<file path="config.mk">
export PLATFORM = sky130hd
export DESIGN_NAME = udp_srio_width_packer
export DESIGN_NICKNAME = d
export VERILOG_FILES = /design/src/rtl/srio_udp_pkg.sv /design/src/rtl/udp_srio_width_packer_byte_len_checker.sv /design/src/rtl/udp_srio_width_packer.sv
export SDC_FILE = /design/constraint.sdc
export NUM_CORES = 1
export LEC_CHECK = 0
export BUFFER_PORTS_ARGS = -buffer_cell sky130_fd_sc_hd__buf_4
export CAP_MARGIN = 20
export CORE_MARGIN = 5
export CORE_UTILIZATION = 50
export CTS_CLUSTER_DIAMETER = 200
export DETAILED_ROUTE_END_ITERATION = 8
export PLACE_DENSITY = 0.83
export RECOVER_POWER = 100
export SETUP_SLACK_MARGIN = 0.15
export SYNTH_ARGS = -nofsm -noshare
export SYNTH_HDL_FRONTEND = slang
export SYNTH_SLANG_ARGS = --single-unit
</file>
<file path="constraint.sdc">
create_clock -name clk -period 3.8 [get_ports clk]
set_input_delay 0.57 -clock clk [delete_from_list [all_inputs] [get_ports clk]]
set_output_delay 0.57 -clock clk [all_outputs]
set_load 0.03 [all_outputs]
</file>
<file path="src/rtl/srio_udp_pkg.sv">
// Shared types and helpers for the UDP-to-SRIO width packer.
// OUT_W/OUT_KEEP_W describe the default 32-to-64 configuration.
package srio_udp_pkg;

  localparam int DEF_IN_W   = 32;
  localparam int DEF_RATIO  = 2;
  localparam int OUT_W      = DEF_IN_W * DEF_RATIO;
  localparam int OUT_KEEP_W = OUT_W / 8;
  localparam int MAX_KEEP_W = 256;

  typedef enum logic {
    IDLE = 1'b0,
    PACK = 1'b1
  } pack_state_t;

  // Callers zero-extend their keep vector to MAX_KEEP_W bits.
  function automatic int popcount_keep(input logic [MAX_KEEP_W-1:0] keep);
    int n;
    n = 0;
    for (int i = 0; i < MAX_KEEP_W; i++) begin
      n += int'(keep[i]);
    end
    return n;
  endfunction

endpackage

</file>
<file path="src/rtl/udp_srio_width_packer_byte_len_checker.sv">
// Counts packet bytes (saturating), latches the declared length and flags
// a mismatch against the running total including the current beat.
module byte_len_checker
  import srio_udp_pkg::*;
#(
  parameter int KEEP_W = OUT_KEEP_W / DEF_RATIO,
  parameter int LEN_W  = 16
) (
  input  logic              clk,
  input  logic              reset,
  input  logic              start,
  input  logic              beat,
  input  logic [KEEP_W-1:0] keep,
  input  logic [LEN_W-1:0]  len_in,
  output logic [LEN_W-1:0]  len_cur,
  output logic              mismatch
);

  logic [LEN_W-1:0] cnt_reg;
  logic [LEN_W-1:0] cnt_next;
  logic [LEN_W-1:0] len_reg;
  logic [LEN_W-1:0] beat_bytes;
  logic [LEN_W:0]   sum;

  assign beat_bytes = LEN_W'(popcount_keep(MAX_KEEP_W'(keep)));
  assign sum        = {1'b0, cnt_reg} + {1'b0, beat_bytes};

  // A starting beat replaces whatever was counted before it.
  always_comb begin
    cnt_next = sum[LEN_W] ? '1 : sum[LEN_W-1:0];
    if (start) begin
      cnt_next = beat_bytes;
    end
  end

  assign len_cur  = start ? len_in : len_reg;
  assign mismatch = (cnt_next != len_cur);

  always_ff @(posedge clk or negedge reset) begin
    if (!reset) begin
      cnt_reg <= '0;
      len_reg <= '0;
    end else if (start) begin
      cnt_reg <= cnt_next;
      len_reg <= len_in;
    end else if (beat) begin
      cnt_reg <= cnt_next;
    end
  end

endmodule

</file>
<file path="src/rtl/udp_srio_width_packer.sv">
// Packs RATIO narrow UDP beats into one wide SRIO beat, earliest beat in the
// MSBs, with sideband forwarding, length checking and framing-error pulses.
module udp_srio_width_packer
  import srio_udp_pkg::*;
#(
  parameter int IN_W  = DEF_IN_W,
  parameter int RATIO = OUT_W / DEF_IN_W,
  parameter int LEN_W = 16
) (
  input  logic                      clk,
  input  logic                      reset,
  input  logic [IN_W-1:0]           data_in,
  input  logic                      data_valid_in,
  input  logic                      data_first_in,
  input  logic                      data_last_in,
  input  logic [IN_W/8-1:0]         data_keep_in,
  input  logic [LEN_W-1:0]          data_len_in,
  output logic                      data_ready_out,
  output logic [IN_W*RATIO-1:0]     srio_data_out,
  output logic                      srio_valid_out,
  input  logic                      srio_ready_in,
  output logic                      srio_first_out,
  output logic                      srio_last_out,
  output logic [IN_W*RATIO/8-1:0]   srio_keep_out,
  output logic [LEN_W-1:0]          srio_length_out,
  output logic                      len_err_out,
  output logic                      proto_err_out
);

  localparam int KW_IN = IN_W / 8;
  localparam int PW    = IN_W * RATIO;
  localparam int PKW   = PW / 8;
  localparam int SW    = (RATIO > 1) ? $clog2(RATIO) : 1;
  localparam logic [SW-1:0] LAST_SLOT = SW'(RATIO - 1);

  pack_state_t    state_reg;
  pack_state_t    state_next;
  logic [SW-1:0]  slot_reg;
  logic [SW-1:0]  slot_wr;
  logic [PW-1:0]  acc_data_reg;
  logic [PKW-1:0] acc_keep_reg;
  logic           acc_first_reg;
  logic [PW-1:0]  merged_data;
  logic [PKW-1:0] merged_keep;
  logic           ready_en_reg;
  logic           accept;
  logic           start;
  logic           cont;
  logic           complete;
  logic           proto_err_next;
  logic [LEN_W-1:0] len_cur;
  logic           mismatch;

  // ready_en_reg keeps ready low until the first clock after reset release.
  assign data_ready_out = ready_en_reg && (!srio_valid_out || srio_ready_in);
  assign accept         = data_valid_in && data_ready_out;

  always_ff @(posedge clk or negedge reset) begin
    if (!reset) begin
      state_reg <= IDLE;
    end else begin
      state_reg <= state_next;
    end
  end

  always_comb begin
    state_next     = state_reg;
    start          = 1'b0;
    cont           = 1'b0;
    proto_err_next = 1'b0;
    if (accept) begin
      case (state_reg)
        IDLE: begin
          if (data_first_in) begin
            start      = 1'b1;
            state_next = data_last_in ? IDLE : PACK;
          end else begin
            proto_err_next = 1'b1;
          end
        end
        PACK: begin
          // A new first beat abandons the partial packet and restarts.
          if (data_first_in) begin
            start          = 1'b1;
            proto_err_next = 1'b1;
          end else begin
            cont = 1'b1;
          end
          if (data_last_in) begin
            state_next = IDLE;
          end
        end
        default: state_next = IDLE;
      endcase
    end
  end

  assign slot_wr  = start ? '0 : slot_reg;
  assign complete = (start || cont) && (data_last_in || (slot_wr == LAST_SLOT));

  // Merged view = accumulator with the current beat dropped into its slot.
  for (genvar gi = 0; gi < RATIO; gi++) begin : g_slot
    localparam int DHI = PW - 1 - gi * IN_W;
    localparam int KHI = PKW - 1 - gi * KW_IN;
    logic hit;
    assign hit = (slot_wr == SW'(gi));
    assign merged_data[DHI -: IN_W]  = hit ? data_in
                                     : (start ? '0 : acc_data_reg[DHI -: IN_W]);
    assign merged_keep[KHI -: KW_IN] = hit ? data_keep_in
                                     : (start ? '0 : acc_keep_reg[KHI -: KW_IN]);
  end

  always_ff @(posedge clk or negedge reset) begin
    if (!reset) begin
      ready_en_reg  <= 1'b0;
      slot_reg      <= '0;
      acc_data_reg  <= '0;
      acc_keep_reg  <= '0;
      acc_first_reg <= 1'b0;
    end else begin
      ready_en_reg <= 1'b1;
      if (complete) begin
        slot_reg      <= '0;
        acc_data_reg  <= '0;
        acc_keep_reg  <= '0;
        acc_first_reg <= 1'b0;
      end else if (start || cont) begin
        slot_reg      <= slot_wr + SW'(1);
        acc_data_reg  <= merged_data;
        acc_keep_reg  <= merged_keep;
        acc_first_reg <= start || acc_first_reg;
      end
    end
  end

  always_ff @(posedge clk or negedge reset) begin
    if (!reset) begin
      srio_valid_out  <= 1'b0;
      srio_data_out   <= '0;
      srio_keep_out   <= '0;
      srio_first_out  <= 1'b0;
      srio_last_out   <= 1'b0;
      srio_length_out <= '0;
      len_err_out     <= 1'b0;
      proto_err_out   <= 1'b0;
    end else begin
      if (complete) begin
        srio_valid_out  <= 1'b1;
        srio_data_out   <= merged_data;
        srio_keep_out   <= merged_keep;
        srio_first_out  <= start || acc_first_reg;
        srio_last_out   <= data_last_in;
        srio_length_out <= len_cur;
      end else if (srio_ready_in) begin
        srio_valid_out <= 1'b0;
      end
      len_err_out   <= complete && data_last_in && mismatch;
      proto_err_out <= proto_err_next;
    end
  end

  byte_len_checker #(
    .KEEP_W (KW_IN),
    .LEN_W  (LEN_W)
  ) u_len_chk (
    .clk      (clk),
    .reset    (reset),
    .start    (start),
    .beat     (cont),
    .keep     (data_keep_in),
    .len_in   (data_len_in),
    .len_cur  (len_cur),
    .mismatch (mismatch)
  );

endmodule

</file>
==> impl_metrics.py <==
metrics = {
    "setup_path": {
        "slowest_delay_ns": 0.43,
        "path_class": "in2reg",
        "end_kind": "register",
        "worstRegToRegCells": 5,
        "rrSetupSlack_ns": 0.53,
        "cp_slowest_cell": "fa_1",
        "path_cells": "buf_4, ha_1, inv_1, fa_1, inv_1, ha_2, inv_1, fa_2, nand2b_4, a21o_1, or3_1, clkbuf_1, a31oi_4, xnor2_1, nor3_1, o211a_1, a31oi_1",
        "cp-start-kind": "input pin",
        "crit_top_cell": "inv_1",
        "arrival_ns": 3.78,
        "required_ns": 4.16,
        "crit_fanout": 5,
    },
    "yosys": {
        "synth_largest_area_cell": "dfrtp_1",
        "synth.net_count": 896,
        "ys_top_cells_by_area": "dfrtp_1, mux2i_1, nand2_1",
        "synthMuxAreaShare_pct": 9.98,
        "synthFlopType": "dfrtp_1",
        "synthArstFlopShare_pct": 100,
        "synthCells": 830,
        "synth_fa_ha_area_share_pct": 1.27,
        "syn_area_um2": 9080,
        "synth-xor-area-share_pct": 1.74,
        "ys_warn_count": 0,
        "synth_top_area_share_pct": 55.4,
        "synth_edf_count": 0,
        "synth-compound-area-share_pct": 14.9,
        "ys_ff_latch": 201,
        "synth-simple-area-share_pct": 12.8,
        "synth_top_family_by_area": "compound AO/OA/AOI/OAI gates",
        "synth-seq-area-share_pct": 55.4,
        "synth_cell_types": 63,
        "avgSynthCellArea_um2": 10.9,
    },
    "global_routing": {
        "grt_overflow": 0,
        "grt_pass1_vias": 7202,
        "antenna_found_initial": 0,
        "grt_pass1_wl_um": 37400,
        "grt_max_degree": 117,
        "track_usage_pct": 21.9,
    },
    "detailed_routing": {
        "drc": 0,
        "viasPerCell": 5.59,
        "vias": 6818,
        "wl_per_cell_um": 18.6,
        "drt-total-wl_um": 22600,
        "drtIter0Drc": 342,
        "dr.pass1.iters": 5,
        "ant_nets": 0,
    },
    "clock_tree": {
        "cts.sinks": 201,
        "cts_hold_buffers": 0,
        "cts_buffers": 22,
        "ctsHtreeMaxLevel": 1,
        "worstSkewPairLatency_ns": 0.48,
        "clkTransAtPathRegs_ns": 0.06,
        "max-clock-path-buffers": 3,
        "cts_root_buf": "clkbuf_16",
        "postCtsSetupRepairBufs": 0,
        "ctsResizeCount": 0,
        "cts_tree": "built",
    },
    "power": {
        "ir_drop_mv": 0.523,
        "powerDensity_nw_per_um2": 685,
        "power_leakage_nw": 5.17,
    },
    "floorplanning": {
        "core_um2": 17900,
        "ioPinCount": 152,
        "core.rowCount": 49,
        "initial_utilization_pct": 50.7,
        "fp.dieW_um": 145,
        "dieArea_um2": 21000,
        "die_y_um": 145,
    },
    "placed_design": {
        "dp.final_hpwl_um": 14900,
        "placedCellCount": 1179,
        "place_congestion": 0.893,
        "io_buffers": 151,
        "place_area_um2": 10600,
        "preCtsSetupSlack_ns": -0.131,
    },
    "outcome": {
        "outcome": "complete, but fails checks",
        "violations": "max-capacitance violations, max-slew violations",
    },
    "worst_hold_path": {
        "min_path_cells": 3,
        "hold_class": "in2reg",
    },
    "sta": {
        "fin_worst_skew_ns": 0.00595,
        "max_freq_mhz": 292,
        "worst_hold_slack_ns": 0.313,
        "min_period_ns": 3.42,
        "rsz0062_at_grt": "false",
        "finalCritPeriodShare_pct": 90.0,
        "maxSlewHeadroom_pct": -38.1,
        "drv_slew": 140,
        "setup_viol": 0,
        "hold_viol_final": 0,
        "setup_ws_ns": 0.380,
        "tightest_slew_ns": 2.07,
    },
    "layout": {
        "fin_cells": 1219,
        "diodes": 0,
        "area_growth_pct": 20.5,
        "design_area_um2": 10900,
        "final_cell_mix": "dfrtp_1, nand2_1, clkbuf_1, buf_4, mux2i_1",
        "final_common_cell": "dfrtp_1",
        "final_nets": 1040,
        "drive_above_1_share_pct": 15.3,
        "utilization_pct": 61.1,
    },
    "flow_run": {
        "max_cap_viol_count": 3,
    },
}
cell families (layout without fill, tap and decap cells):
| group | after synthesis | after routing |
|---|---|---|
| xor+xnor | 18 | 18 |
| fa+ha+maj | 8 | 8 |
| mux | 89 | 89 |
| flops | 201 | 201 |
| compound gates | 194 | 194 |
| other cells | 1 | 1 |
| simple gates | 235 | 235 |
| buf+inv | 84 | 244 |
path summary, 6_finish.rpt:
path                                 startpoint                     to
worst min-delay path            data_len_in[11]  u_len_chk.len_reg[11]
worst min register to register    srio_last_out          srio_last_out
max in group asynchronous                 reset  u_len_chk.len_reg[12]
worst max register to register        state_reg   u_len_chk.cnt_reg[9]
min in group asynchronous                 reset       acc_data_reg[52]
worst max-delay path            data_keep_in[0]            len_err_out
worst max-delay path: cells and delay by family:
family	cells	cell delay (ns)
AO/OA/AOI/OAI	4	0.64
XOR/XNOR	1	0.09
adder cells (fa/ha/maj)	4	1.22
buffers and inverters	5	0.52
AND/OR/NAND/NOR	3	0.74
routing by layer:
layer	wire, µm	vias to the layer above	track usage [%]
met5	0	-	0
met4	313	0	4.91
met3	1330	32	4.53
met2	11400	179	37.0
met1	9530	3399	29.4
li1	-	3208	-
report_power, final:
part	switching, mW	internal (mW)	leakage, nW
Sequential	0.307	2.59	2.65
Combinational	1.51	0.735	2.12
Clock	0.833	1.51	0.406
Total	2.65	4.84	5.17
stage by stage:
| stage | total power, mW | setup TNS, ns |
|---|---|---|
| 5_1_grt | 7.89 | 0 |
| 2_1_floorplan | 4.52 | 0 |
| 4_1_cts | 7.86 | 0 |
| 3_3_place_gp | 5.43 | -0.0402 |
| 3_5_place_dp | 5.49 | -0.131 |
| 6_report | 7.49 | 0 |
synthesized netlist by cell type, types with 2 or more instances:
| master | count |
|---|---|
| a211oi_2 | 2 |
| a21boi_0 | 2 |
| a21o_1 | 2 |
| a21oi_1 | 16 |
| a22o_1 | 36 |
| a31oi_1 | 10 |
| and2_1 | 4 |
| and3_1 | 3 |
| buf_1 | 4 |
| buf_2 | 16 |
| buf_4 | 2 |
| clkbuf_1 | 37 |
| dfrtp_1 | 201 |
| fa_1 | 2 |
| ha_1 | 6 |
| inv_1 | 23 |
| mux2_2 | 12 |
| mux2i_1 | 77 |
| nand2_1 | 127 |
| nand2b_1 | 2 |
| nand3_1 | 4 |
| nand3b_1 | 2 |
| nand4_1 | 7 |
| nand4b_1 | 3 |
| nor2_1 | 20 |
| nor2b_1 | 38 |
| nor3_1 | 7 |
| nor3_2 | 2 |
| nor4_1 | 4 |
| o211ai_1 | 5 |
| o21a_1 | 6 |
| o21ai_0 | 56 |
| o21ai_1 | 3 |
| o21bai_1 | 2 |
| o22a_1 | 6 |
| o31ai_1 | 37 |
| or3_1 | 2 |
| xnor2_1 | 14 |
| xor2_1 | 4 |
area by class of cell:
cell class / count / area (µm²)
fillers: 1542 / 6960
flip-flops and latches: 201 / 5030
multi-input cells: 545 / 3710
repair buffers: 181 / 998
clock buffers: 33 / 683
well taps: 229 / 287
clock inverters: 7 / 139
inverters: 23 / 86.3
Note: power is estimated with default switching activity, not from simulation.
